### config.mk
export PLATFORM = sky130hd
export DESIGN_NAME = led_blink_array
export DESIGN_NICKNAME = d
export VERILOG_FILES = /design/src/rtl/led_blink_array.sv
export SDC_FILE = /design/constraint.sdc
export NUM_CORES = 1
export LEC_CHECK = 0
export ABC_AREA = 1
export CAP_MARGIN = 30
export CORE_ASPECT_RATIO = 0.9
export CORE_MARGIN = 1
export CORE_UTILIZATION = 60
export DETAILED_ROUTE_END_ITERATION = 10
export PLACE_DENSITY = 0.89
export SETUP_SLACK_MARGIN = 0.02
export SYNTH_ARGS = -nofsm -noshare
export SYNTH_HDL_FRONTEND = slang
export SYNTH_SLANG_ARGS = --single-unit
### constraint.sdc
create_clock -name clk -period 6.06 [get_ports clk]
set_clock_uncertainty 0.2 [all_clocks]
set_input_delay 0.606 -clock clk [delete_from_list [all_inputs] [get_ports clk]]
set_output_delay 0.606 -clock clk [all_outputs]
set_load 0.05 [all_outputs]
### src/rtl/led_blink_array.sv
// Multi-channel LED driver: OFF / ON / BLINK / PWM per channel.
// Shared tick prescaler, run-time config through a valid/ready write port.
//
// Ports:
//   clk        system clock (PLL output), all logic on posedge
//   rst        synchronous reset, active high
//   cfg_valid  config write request
//   cfg_ready  write port can accept (FSM in IDLE)
//   cfg_chan   target channel index
//   cfg_mode   0=OFF 1=ON 2=BLINK 3=PWM
//   cfg_period BLINK half-period minus one, in ticks
//   cfg_duty   PWM on-ticks per frame
//   cfg_err    1-cycle pulse while committing to a nonexistent channel
//   tick       1-cycle prescaler pulse (registered)
//   led        registered LED outputs
module led_blink_array #(
  parameter int CHANNELS   = 3,
  parameter int CNT_WIDTH  = 25,
  parameter int PRESCALE   = 2700,
  parameter int DUTY_WIDTH = 8,
  parameter int CH_W       = 2
) (
  input  logic                  clk,
  input  logic                  rst,
  input  logic                  cfg_valid,
  output logic                  cfg_ready,
  input  logic [CH_W-1:0]       cfg_chan,
  input  logic [1:0]            cfg_mode,
  input  logic [CNT_WIDTH-1:0]  cfg_period,
  input  logic [DUTY_WIDTH-1:0] cfg_duty,
  output logic                  cfg_err,
  output logic                  tick,
  output logic [CHANNELS-1:0]   led
);

  localparam int PS_W =
    (PRESCALE > 1) ? $clog2(PRESCALE) : 1;
  localparam logic [PS_W-1:0] PS_MAX =
    PS_W'(PRESCALE - 1);
  localparam logic [CH_W:0] CH_LIM =
    (CH_W+1)'(CHANNELS);

  typedef enum logic [1:0] {
    M_OFF   = 2'd0,
    M_ON    = 2'd1,
    M_BLINK = 2'd2,
    M_PWM   = 2'd3
  } mode_e;

  typedef enum logic {
    S_IDLE   = 1'b0,
    S_COMMIT = 1'b1
  } state_e;

  // prescaler
  logic [PS_W-1:0] ps_cnt;

  always_ff @(posedge clk) begin
    if (rst) begin
      ps_cnt <= '0;
      tick   <= 1'b0;
    end else begin
      tick <= (ps_cnt == PS_MAX);
      if (ps_cnt == PS_MAX)
        ps_cnt <= '0;
      else
        ps_cnt <= ps_cnt + PS_W'(1);
    end
  end

  // config FSM
  state_e state_q;
  state_e state_d;
  logic   commit;
  logic   chan_ok;

  logic [CH_W-1:0]       h_chan;
  mode_e                 h_mode;
  logic [CNT_WIDTH-1:0]  h_period;
  logic [DUTY_WIDTH-1:0] h_duty;

  assign chan_ok = ({1'b0, h_chan} < CH_LIM);

  always_ff @(posedge clk) begin
    if (rst)
      state_q <= S_IDLE;
    else
      state_q <= state_d;
  end

  always_comb begin
    state_d   = state_q;
    cfg_ready = 1'b0;
    commit    = 1'b0;
    cfg_err   = 1'b0;
    unique case (state_q)
      S_IDLE: begin
        cfg_ready = 1'b1;
        if (cfg_valid)
          state_d = S_COMMIT;
      end
      S_COMMIT: begin
        commit  = 1'b1;
        cfg_err = ~chan_ok;
        state_d = S_IDLE;
      end
      default: state_d = S_IDLE;
    endcase
  end

  always_ff @(posedge clk) begin
    if (rst) begin
      h_chan   <= '0;
      h_mode   <= M_OFF;
      h_period <= '0;
      h_duty   <= '0;
    end else if (cfg_ready && cfg_valid) begin
      h_chan   <= cfg_chan;
      h_mode   <= mode_e'(cfg_mode);
      h_period <= cfg_period;
      h_duty   <= cfg_duty;
    end
  end

  // channels
  mode_e                 mode_q  [CHANNELS];
  logic [CNT_WIDTH-1:0]  period_q[CHANNELS];
  logic [DUTY_WIDTH-1:0] duty_q  [CHANNELS];
  logic [CNT_WIDTH-1:0]  phase_q [CHANNELS];
  logic [DUTY_WIDTH-1:0] pwm_nxt [CHANNELS];
  logic [CHANNELS-1:0]   hit;

  always_comb begin
    for (int i = 0; i < CHANNELS; i++) begin
      pwm_nxt[i] = phase_q[i][DUTY_WIDTH-1:0]
                 + DUTY_WIDTH'(1);
      hit[i] = commit && chan_ok
            && (h_chan == CH_W'(i));
    end
  end

  // a commit owns its channel on that edge;
  // any coincident tick is dropped for it
  always_ff @(posedge clk) begin
    if (rst) begin
      led <= '0;
      for (int i = 0; i < CHANNELS; i++) begin
        mode_q[i]   <= M_OFF;
        period_q[i] <= '0;
        duty_q[i]   <= '0;
        phase_q[i]  <= '0;
      end
    end else begin
      for (int i = 0; i < CHANNELS; i++) begin
        if (hit[i]) begin
          mode_q[i]   <= h_mode;
          period_q[i] <= h_period;
          duty_q[i]   <= h_duty;
          phase_q[i]  <= '0;
          unique case (h_mode)
            M_OFF:   led[i] <= 1'b0;
            M_ON:    led[i] <= 1'b1;
            M_BLINK: led[i] <= 1'b0;
            M_PWM:   led[i] <= (h_duty != '0);
            default: led[i] <= 1'b0;
          endcase
        end else if (tick) begin
          unique case (mode_q[i])
            M_BLINK: begin
              if (phase_q[i] == period_q[i]) begin
                phase_q[i] <= '0;
                led[i]     <= ~led[i];
              end else begin
                phase_q[i] <= phase_q[i]
                            + CNT_WIDTH'(1);
              end
            end
            M_PWM: begin
              phase_q[i] <= CNT_WIDTH'(pwm_nxt[i]);
              led[i]     <= (pwm_nxt[i] < duty_q[i]);
            end
            default: phase_q[i] <= '0;
          endcase
        end
      end
    end
  end

endmodule

Yosys cells after proc, flatten, opt, wreduce, memory -nomap -nowiden

Memory sizes are Yosys's and may differ from the RTL's.
Cells that the tools add are included.

Memory bits (writable): 180
Bits in latches: 0
Input bits: 40
Output and inout port bits: 6
ROM bits: 0
Memories: 4
Bits in registers: 54
Word-level logic and storage cells: 213

Memory list:

| memory   | words | width | rd ports | clocked after memory_dff | wr ports | line | RTL |
|---|---|---|---|---|---|---|---|
| period_q | 3     | 25    | 3        | 0                        | 3        | 127  | `logic [CNT_WIDTH-1:0] period_q[CHANNELS];` |
| phase_q  | 3     | 25    | 3        | 0                        | 3        | 129  | `logic [CNT_WIDTH-1:0] phase_q [CHANNELS];` |
| duty_q   | 3     | 8     | 3        | 0                        | 3        | 128  | `logic [DUTY_WIDTH-1:0] duty_q [CHANNELS];` |
| mode_q   | 3     | 2     | 3        | 0                        | 3        | 126  | `mode_e mode_q [CHANNELS];` |

Shifts and indexed selects: 0
Bitwise gates (word level): 29
$lt $le $gt $ge: 4
$add $sub $neg: 7
Multipliers: 0
Divide/modulo/power cells: 0
Reductions and logical operators: 22
Muxes and demuxes: 119
Equal/unequal tests: 18

Operators with widths:

| kind                                                            | number |
|---|---|
| 25-bit 2-to-1 mux                                               | 18 |
| 1-bit 2-to-1 mux                                                | 90 |
| 25-bit by 1-bit adder with 25-bit output, second input constant | 3 |
| 25-bit == test                                                  | 3 |
| 8-bit by 1-bit adder with 8-bit output, second input constant   | 3 |
| 8-bit < comparator                                              | 3 |
| 8-bit 2-to-1 mux                                                | 3 |
| 1-bit bitwise OR                                                | 24 |
| 2-bit == test, second input constant                            | 9 |
| 12-bit by 1-bit adder with 12-bit output, second input constant | 1 |
| 12-bit == test, second input constant                           | 1 |
| 2-bit OR reduction                                              | 5 |
| 3-bit != test, second input constant                            | 3 |
| 3-bit AND reduction                                             | 3 |
| 3-bit nonzero test                                              | 3 |
| 1-bit case mux with 2 select lines                              | 4 |
| 8-bit nonzero test                                              | 1 |
| 2-bit 2-to-1 mux                                                | 3 |
| 2-bit nonzero test                                              | 3 |
| 1-bit logical AND                                               | 5 |
| 1-bit NOT                                                       | 5 |
| 2-bit by 1-bit == test with 1-bit output, second input constant | 2 |
| 2-bit zero test                                                 | 2 |
| 1-bit case mux with 3 select lines                              | 1 |
| 2-bit < comparator, second input constant                       | 1 |

Longest topological paths before layout

Gate-level depths: netlist of run 1.

Word-level depth: 11
Depth in mapped cells: 17
Depth with buffers taken out: 17

Worst setup path after synthesis of run 1

Ideal clock, no wire load.

Path kind: flip-flop to flip-flop
From: reg state_q
To: mem phase_q[1][0], enable pin
Library setup time: 551 ps
Arrival time: 1963 ps
Buffers on the path: 0
Period minus slack after synthesis: 2714 ps
Path slack: 3346 ps
Required time: 5309 ps
Stages on the path, launching flop included: 8
Cells stage by stage: dfxtp_1 -> inv_1 -> nor3_1 -> inv_1 -> nand2_1 -> inv_1 -> nand3_2 -> nand4_1

RTL lines:

| element                  | line | RTL |
|---|---|---|
| start: declaration       | 72   | `state_e state_q;` |
| start signal: assignment | 88   | `state_q <= state_d;` |
| end: declaration         | 129  |  |

==> results.cfg, run 1 <==
[clock_tree]
root_buffer = clkbuf_16
post-cts-setup-buffers = 0
cts_max_path_buffers = 3
clk_latency_ns = 0.52
cts_buffers = 23
tritoncts = yes
clkTransAtPathRegs_ns = 0.07
h-tree-depth = 1
clock_sinks = 234
post_cts_resized = 0
cts_hold_buf = 0

[layout]
n_antenna_cell = 0
stdcell_count = 1601
final_common_cell = nand2_1
final_cell_mix = nand2_1, inv_1, edfxtp_1
nets = 1404
drive_gt1_frac = 0.06711
finalCoreUtilization = 0.7066
areaGrowthSynthToFinish_pct = 13.35

[critical_path]
path_max_fanout = 35
cp_slowest_cell = nand3_2
startpoint_type = input port
crit_path_end_kind = register
arrival_ns = 3.02
critPathKind = input port to register
crit_path_max_incr_delay_ns = 0.82
crit_chain = clkdlybuf4s50_1 > clkinv_1 > nand3_2 > nor2_1
critPathRequiredTime_ns = 6.07

[synthesis]
synth_top_cell_by_area = edfxtp_1
synth_ff_type = edfxtp_1
syn_inst = 1282
synthesis.nets = 1347
yosysSeqAreaShare = 0.5564
syn-cell-area_um2 = 11660
synth_top_area_frac = 0.4637
ys_seq_elements = 234
ys_top_cells_by_area = edfxtp_1, dfxtp_1, nand2_1
synth_cell_types = 41
async_flop_share = 0
yosysWarnings = 0
postSynthAreaPerCell_um2 = 9.093
synth_edf_count = 180

[flow_run]
maxCapViolCount = 0

[place]
dp_cells = 1559
place_ws_ns = 2.625
io_buffers = 45
gp_congestion = 0.9127
dp_hpwl_mm = 20.47

[detailed_routing]
via_count = 9230
drt_iter0_markers = 1157
drt_first_pass_iters = 8
routed_wl_mm = 29.05
routedWlPerCell_um = 18.14
drtAntennaViolNets = 0
drc = 0
avgViaCountPerCell = 5.765

[status]
outcome = completed

[timing]
fmax_ghz = 0.3325
hold_viol = 0
fin_tns_setup_ns = 0
period_needed_ns = 3.008
rsz0062_at_grt = no
setup_slack_ns = 3.052
relSlewSlack = 0.4950
setup_viol = 0
worst_pin_slew_ns = 0.7566
fin_hold_ws_ns = 0.2455
finalCritPeriodShare = 0.4963
final-max-slew-violation-count = 0

[grt]
grt_pass1_wl_mm = 46.32
overflow = 0
grt_max_degree = 47
grtUsageTotal = 0.3021
grt_pass1_vias = 8851
grt_antenna_before_repair = 0

[floorplanning]
io_pins = 46
die_x_um = 148.9
start_util = 0.6234
core_um2 = 18700
rows = 47
die_height_um = 134.2
dieArea_um2 = 19990

[power]
pwr_density_cell_nw_per_um2 = 278.7
p_switching_w = 0.0008837
power_frac_comb = 0.081
vdd_drop_max_v = 0.0002031
clkPwrFrac = 0.407
p_sw_frac = 0.2400
seq_power_share = 0.513
leakage_nw = 5.279
p_int_w = 0.002799

[hold_path]
hold_path.class = register to register
==> power groups by stage <==
stage | clock (W) | combinational [W] | sequential [W]
global route | 0.00156 | 0.000329 | 0.00189
global placement | 0 | 0.000271 | 0.00191
detailed placement | 0 | 0.000286 | 0.00192
floorplan | 0 | 0.000192 | 0.00189
finish | 0.00150 | 0.000297 | 0.00189
CTS | 0.00150 | 0.000293 | 0.00189
==> cells by family after synthesis <==
logic type	count (synthesis)	synth area share
AO/OA/AOI/OAI	133	0.05957
XOR/XNOR	81	0.06086
adder cells (fa/ha/maj)	25	0.02683
buffers and inverters	227	0.07384
flip-flops	234	0.5564
AND/OR/NAND/NOR	582	0.2225
==> layout make-up <==
cell class	instances	area [µm²]
sequential	234	6486
fill	1293	5487
multi-input combinational	821	4318
inverter	206	773.2
clock buffer	26	586.8
timing repair buffer	53	543.0
tap	245	306.5
clock inverter	16	200.2
==> registers in the layout (all words and copies together) (netlist names) <==
register	count
period_q	75
ps_cnt	12
tick	1
led	3
phase_q	75
state_q	1
h_duty	8
h_period	25
duty_q	24
h_mode	2
h_chan	2
mode_q	6
==> Yosys cell counts (all sizes together), types with 9 or more instances <==
master  number
nor3        37
xnor2       35
xor2        46
nand3       54
nand4       13
nor3b        9
a21oi       74
inv        205
edfxtp     180
clkbuf      17
nand2      252
ha          25
nor2       191
o21ai       49
nor4        18
dfxtp       54
==> worst max-delay path: cells and delay by family <==
kind / cells / cell delay, ns
buf+inv: 2 / 1.35
simple gates: 2 / 1.05
==> layer usage <==
layer	wire length, µm	part of all wire	global-route usage
met2	13580	0.47	0.4930
met1	11880	0.41	0.4264
met3	2889	0.099	0.03810
met5	0	0	0
met4	694	0.024	0.08220
==> final timing paths <==
path | slack, ns | startpoint | to | cells past startpoint
setup / recovery | 3.05 | rst | period_q[0][63] | 4
hold / removal | 0.25 | ps_cnt[0] | ps_cnt[0] | 1
setup reg to reg | 3.23 | phase_q[2][4] | led[2] | 15
hold reg to reg | 0.25 | ps_cnt[0] | ps_cnt[0] | 1
==> per-stage QoR <==
step / instance area (µm²) / power, W
6_report: 13210 / 0.003682
5_1_grt: 13210 / 0.003781
4_1_cts: 13210 / 0.003682
3_5_place_dp: 12430 / 0.002202
3_3_place_gp: 12380 / 0.002184
2_1_floorplan: 11660 / 0.002082
Power figures use the tool's default switching activity.
==> run 2, diff against run 1 <==
--- a/config.mk
+++ b/config.mk
@@ -9,9 +9,9 @@
 export CAP_MARGIN = 30
 export CORE_ASPECT_RATIO = 0.9
 export CORE_MARGIN = 1
-export CORE_UTILIZATION = 60
+export CORE_UTILIZATION = 55
 export DETAILED_ROUTE_END_ITERATION = 10
-export PLACE_DENSITY = 0.89
+export PLACE_DENSITY = 0.86
 export SETUP_SLACK_MARGIN = 0.02
 export SYNTH_ARGS = -nofsm -noshare
 export SYNTH_HDL_FRONTEND = slang
==> constraint.sdc (replaced) <==
create_clock -name clk -period 2.5 [get_ports clk]
set_clock_uncertainty 0.2 [all_clocks]
set_input_delay 0.25 -clock clk [delete_from_list [all_inputs] [get_ports clk]]
set_output_delay 0.25 -clock clk [all_outputs]
set_load 0.05 [all_outputs]
==> results.cfg, run 2 (synthesis results as in run 1) <==
[status]
violations = DRC, setup timing
outcome = finished with violations

[critical_path]
rrSetupSlack_ns = -0.12
path_max_fanout = 12
crit_path_max_incr_delay_ns = 0.48
crit_path_end = phase_q[1][15]
reg2reg_from = phase_q[1][10]
startpoint_type = register
critPathRequiredTime_ns = 2.54
cp_slowest_cell = edfxtp_1
crit_path_end_kind = register
critPathKind = register to register
crit_chain = inv_1 > nand2_1 > nand2_1 > nor2_1 > nand3_1 > nor2_1 > nand3_2 > nand2_2 > o211ai_1 > nand4_1 > buf_12 > clkbuf_16
r2r_cells = 12
r2r-end = phase_q[1][15]
arrival_ns = 2.66
startpoint = phase_q[1][10]

[place]
dp_cells = 1623
postPlaceCellArea_um2 = 12690
place_ws_ns = 0.03292
io_buffers = 45
dp_hpwl_mm = 18.96
gp_congestion = 0.8793

[timing]
final-max-slew-violation-count = 0
fmax_ghz = 0.3811
setup_slack_ns = -0.1237
rsz0062_at_grt = yes
worst_pin_slew_ns = 0.5406
hold_viol = 0
period_needed_ns = 2.624
setup_viol = 30
finalCritPeriodShare = 1.049
relSlewSlack = 0.6383
fin_tns_setup_ns = -2.474

[clock_tree]
root_buffer = clkbuf_16
cts_max_path_buffers = 3
tritoncts = yes
clkTransAtPathRegs_ns = 0.06
cts_hold_buf = 0
h-tree-depth = 1
clk_latency_ns = 0.53
clock_sinks = 234
cts_buffers = 24

[layout]
design_area_um2 = 14110
areaGrowthSynthToFinish_pct = 21.03
final_cell_mix = nand2_1, inv_1, edfxtp_1
finalCoreUtilization = 0.6793
fillers = 1509
n_antenna_cell = 0
final_common_cell = nand2_1
reg.largest.list = period_q: 75 flops, phase_q: 75 flops, h_period: 25 flops
nets = 1468
drive_gt1_frac = 0.1400
stdcell_count = 1707

[flow_run]
maxCapViolCount = 0

[grt]
overflow = 0
grt_pass1_wl_mm = 43.35
grt_antenna_before_repair = 0
grt_pass1_vias = 8903
grt_max_degree = 40
grtUsageTotal = 0.2527

[power]
leakage_nw = 5.673
pwr_density_cell_nw_per_um2 = 651.0
power_frac_comb = 0.090
p_switching_w = 0.002179
p_int_w = 0.007006
p_sw_frac = 0.2372
vdd_drop_max_v = 0.0004467
seq_power_share = 0.494
clkPwrFrac = 0.416

[floorplanning]
rows = 50
io_pins = 46
core_um2 = 20770
die_x_um = 155.5
die_height_um = 140.1
start_util = 0.5613
dieArea_um2 = 21780

[detailed_routing]
drtAntennaViolNets = 0
routedWlPerCell_um = 17.19
drt_iter0_markers = 905
drc = 1
routed_wl_mm = 29.34
via_count = 9406
avgViaCountPerCell = 5.510
drt_first_pass_iters = 8

[hold_path]
hold_path.class = input port to register
-- run 2: critical path, delay by kind of cell, from the launching register on --
kind / cells / cell delay (ns)
AOI/OAI and AO/OA: 1 / 0.09
and+or+nand+nor: 8 / 1.09
DFF: 1 / 0.48
buffers and inverters: 3 / 0.46
-- run 2: what timing repair did --
item	CTS	global route
gates resized for setup	3	51
buffers inserted	11	27
pin swaps	1	25
setup endpoints to repair	5	40
gates cloned	0	2
-- run 2: per-stage QoR --
stage / hold slack [ns] / total power (W)
detailed placement: 0.2389 / 0.005323
finish: 0.1399 / 0.009185
floorplan: 0.2099 / 0.005049
global placement: 0.2300 / 0.005282
CTS: 0.1299 / 0.009085
global route: 0.1578 / 0.009450
-- run 2: layout make-up --
type	instances	area, µm²	area share
Clock inverter	13	177.7	0.01259
Sequential cell	234	6487	0.4598
Timing Repair Buffer	116	1100	0.07795
Tap cell	286	357.8	0.02536
Inverter	206	777.0	0.05507
Clock buffer	31	656.9	0.04656
Multi-Input combinational cell	821	4552	0.3226
-- run 2: worst min-delay path by stage --
| stage | from | end | slack [ns] | depth (start not counted) |
|---|---|---|---|---|
| detailed placement | ps_cnt[0] | ps_cnt[0] | 0.24 | 1 |
| finish | cfg_period[4] | h_period[4] | 0.14 | 3 |
| CTS | cfg_period[4] | h_period[4] | 0.13 | 3 |
| floorplan | cfg_valid | h_chan[1] | 0.21 | 2 |
| global route | cfg_period[2] | h_period[2] | 0.16 | 3 |
| global placement | ps_cnt[0] | ps_cnt[0] | 0.23 | 1 |
-- run 2: per-layer routing --
layer,GRT usage,share of wire,wire length [µm]
met3,0.03744,0.082,2419
met2,0.4329,0.48,14220
met1,0.3234,0.39,11390
met4,0.09804,0.045,1316
met5,0,0,0
-- run 2: power by group through the flow --
| stage | combinational, W | clock (W) | sequential, W |
|---|---|---|---|
| 3_3_place_gp | 0.000684 | 0 | 0.00460 |
| 6_report | 0.000831 | 0.00382 | 0.00453 |
| 2_1_floorplan | 0.000466 | 0 | 0.00458 |
| 3_5_place_dp | 0.000714 | 0 | 0.00461 |
| 4_1_cts | 0.000739 | 0.00382 | 0.00453 |
| 5_1_grt | 0.000915 | 0.00398 | 0.00455 |
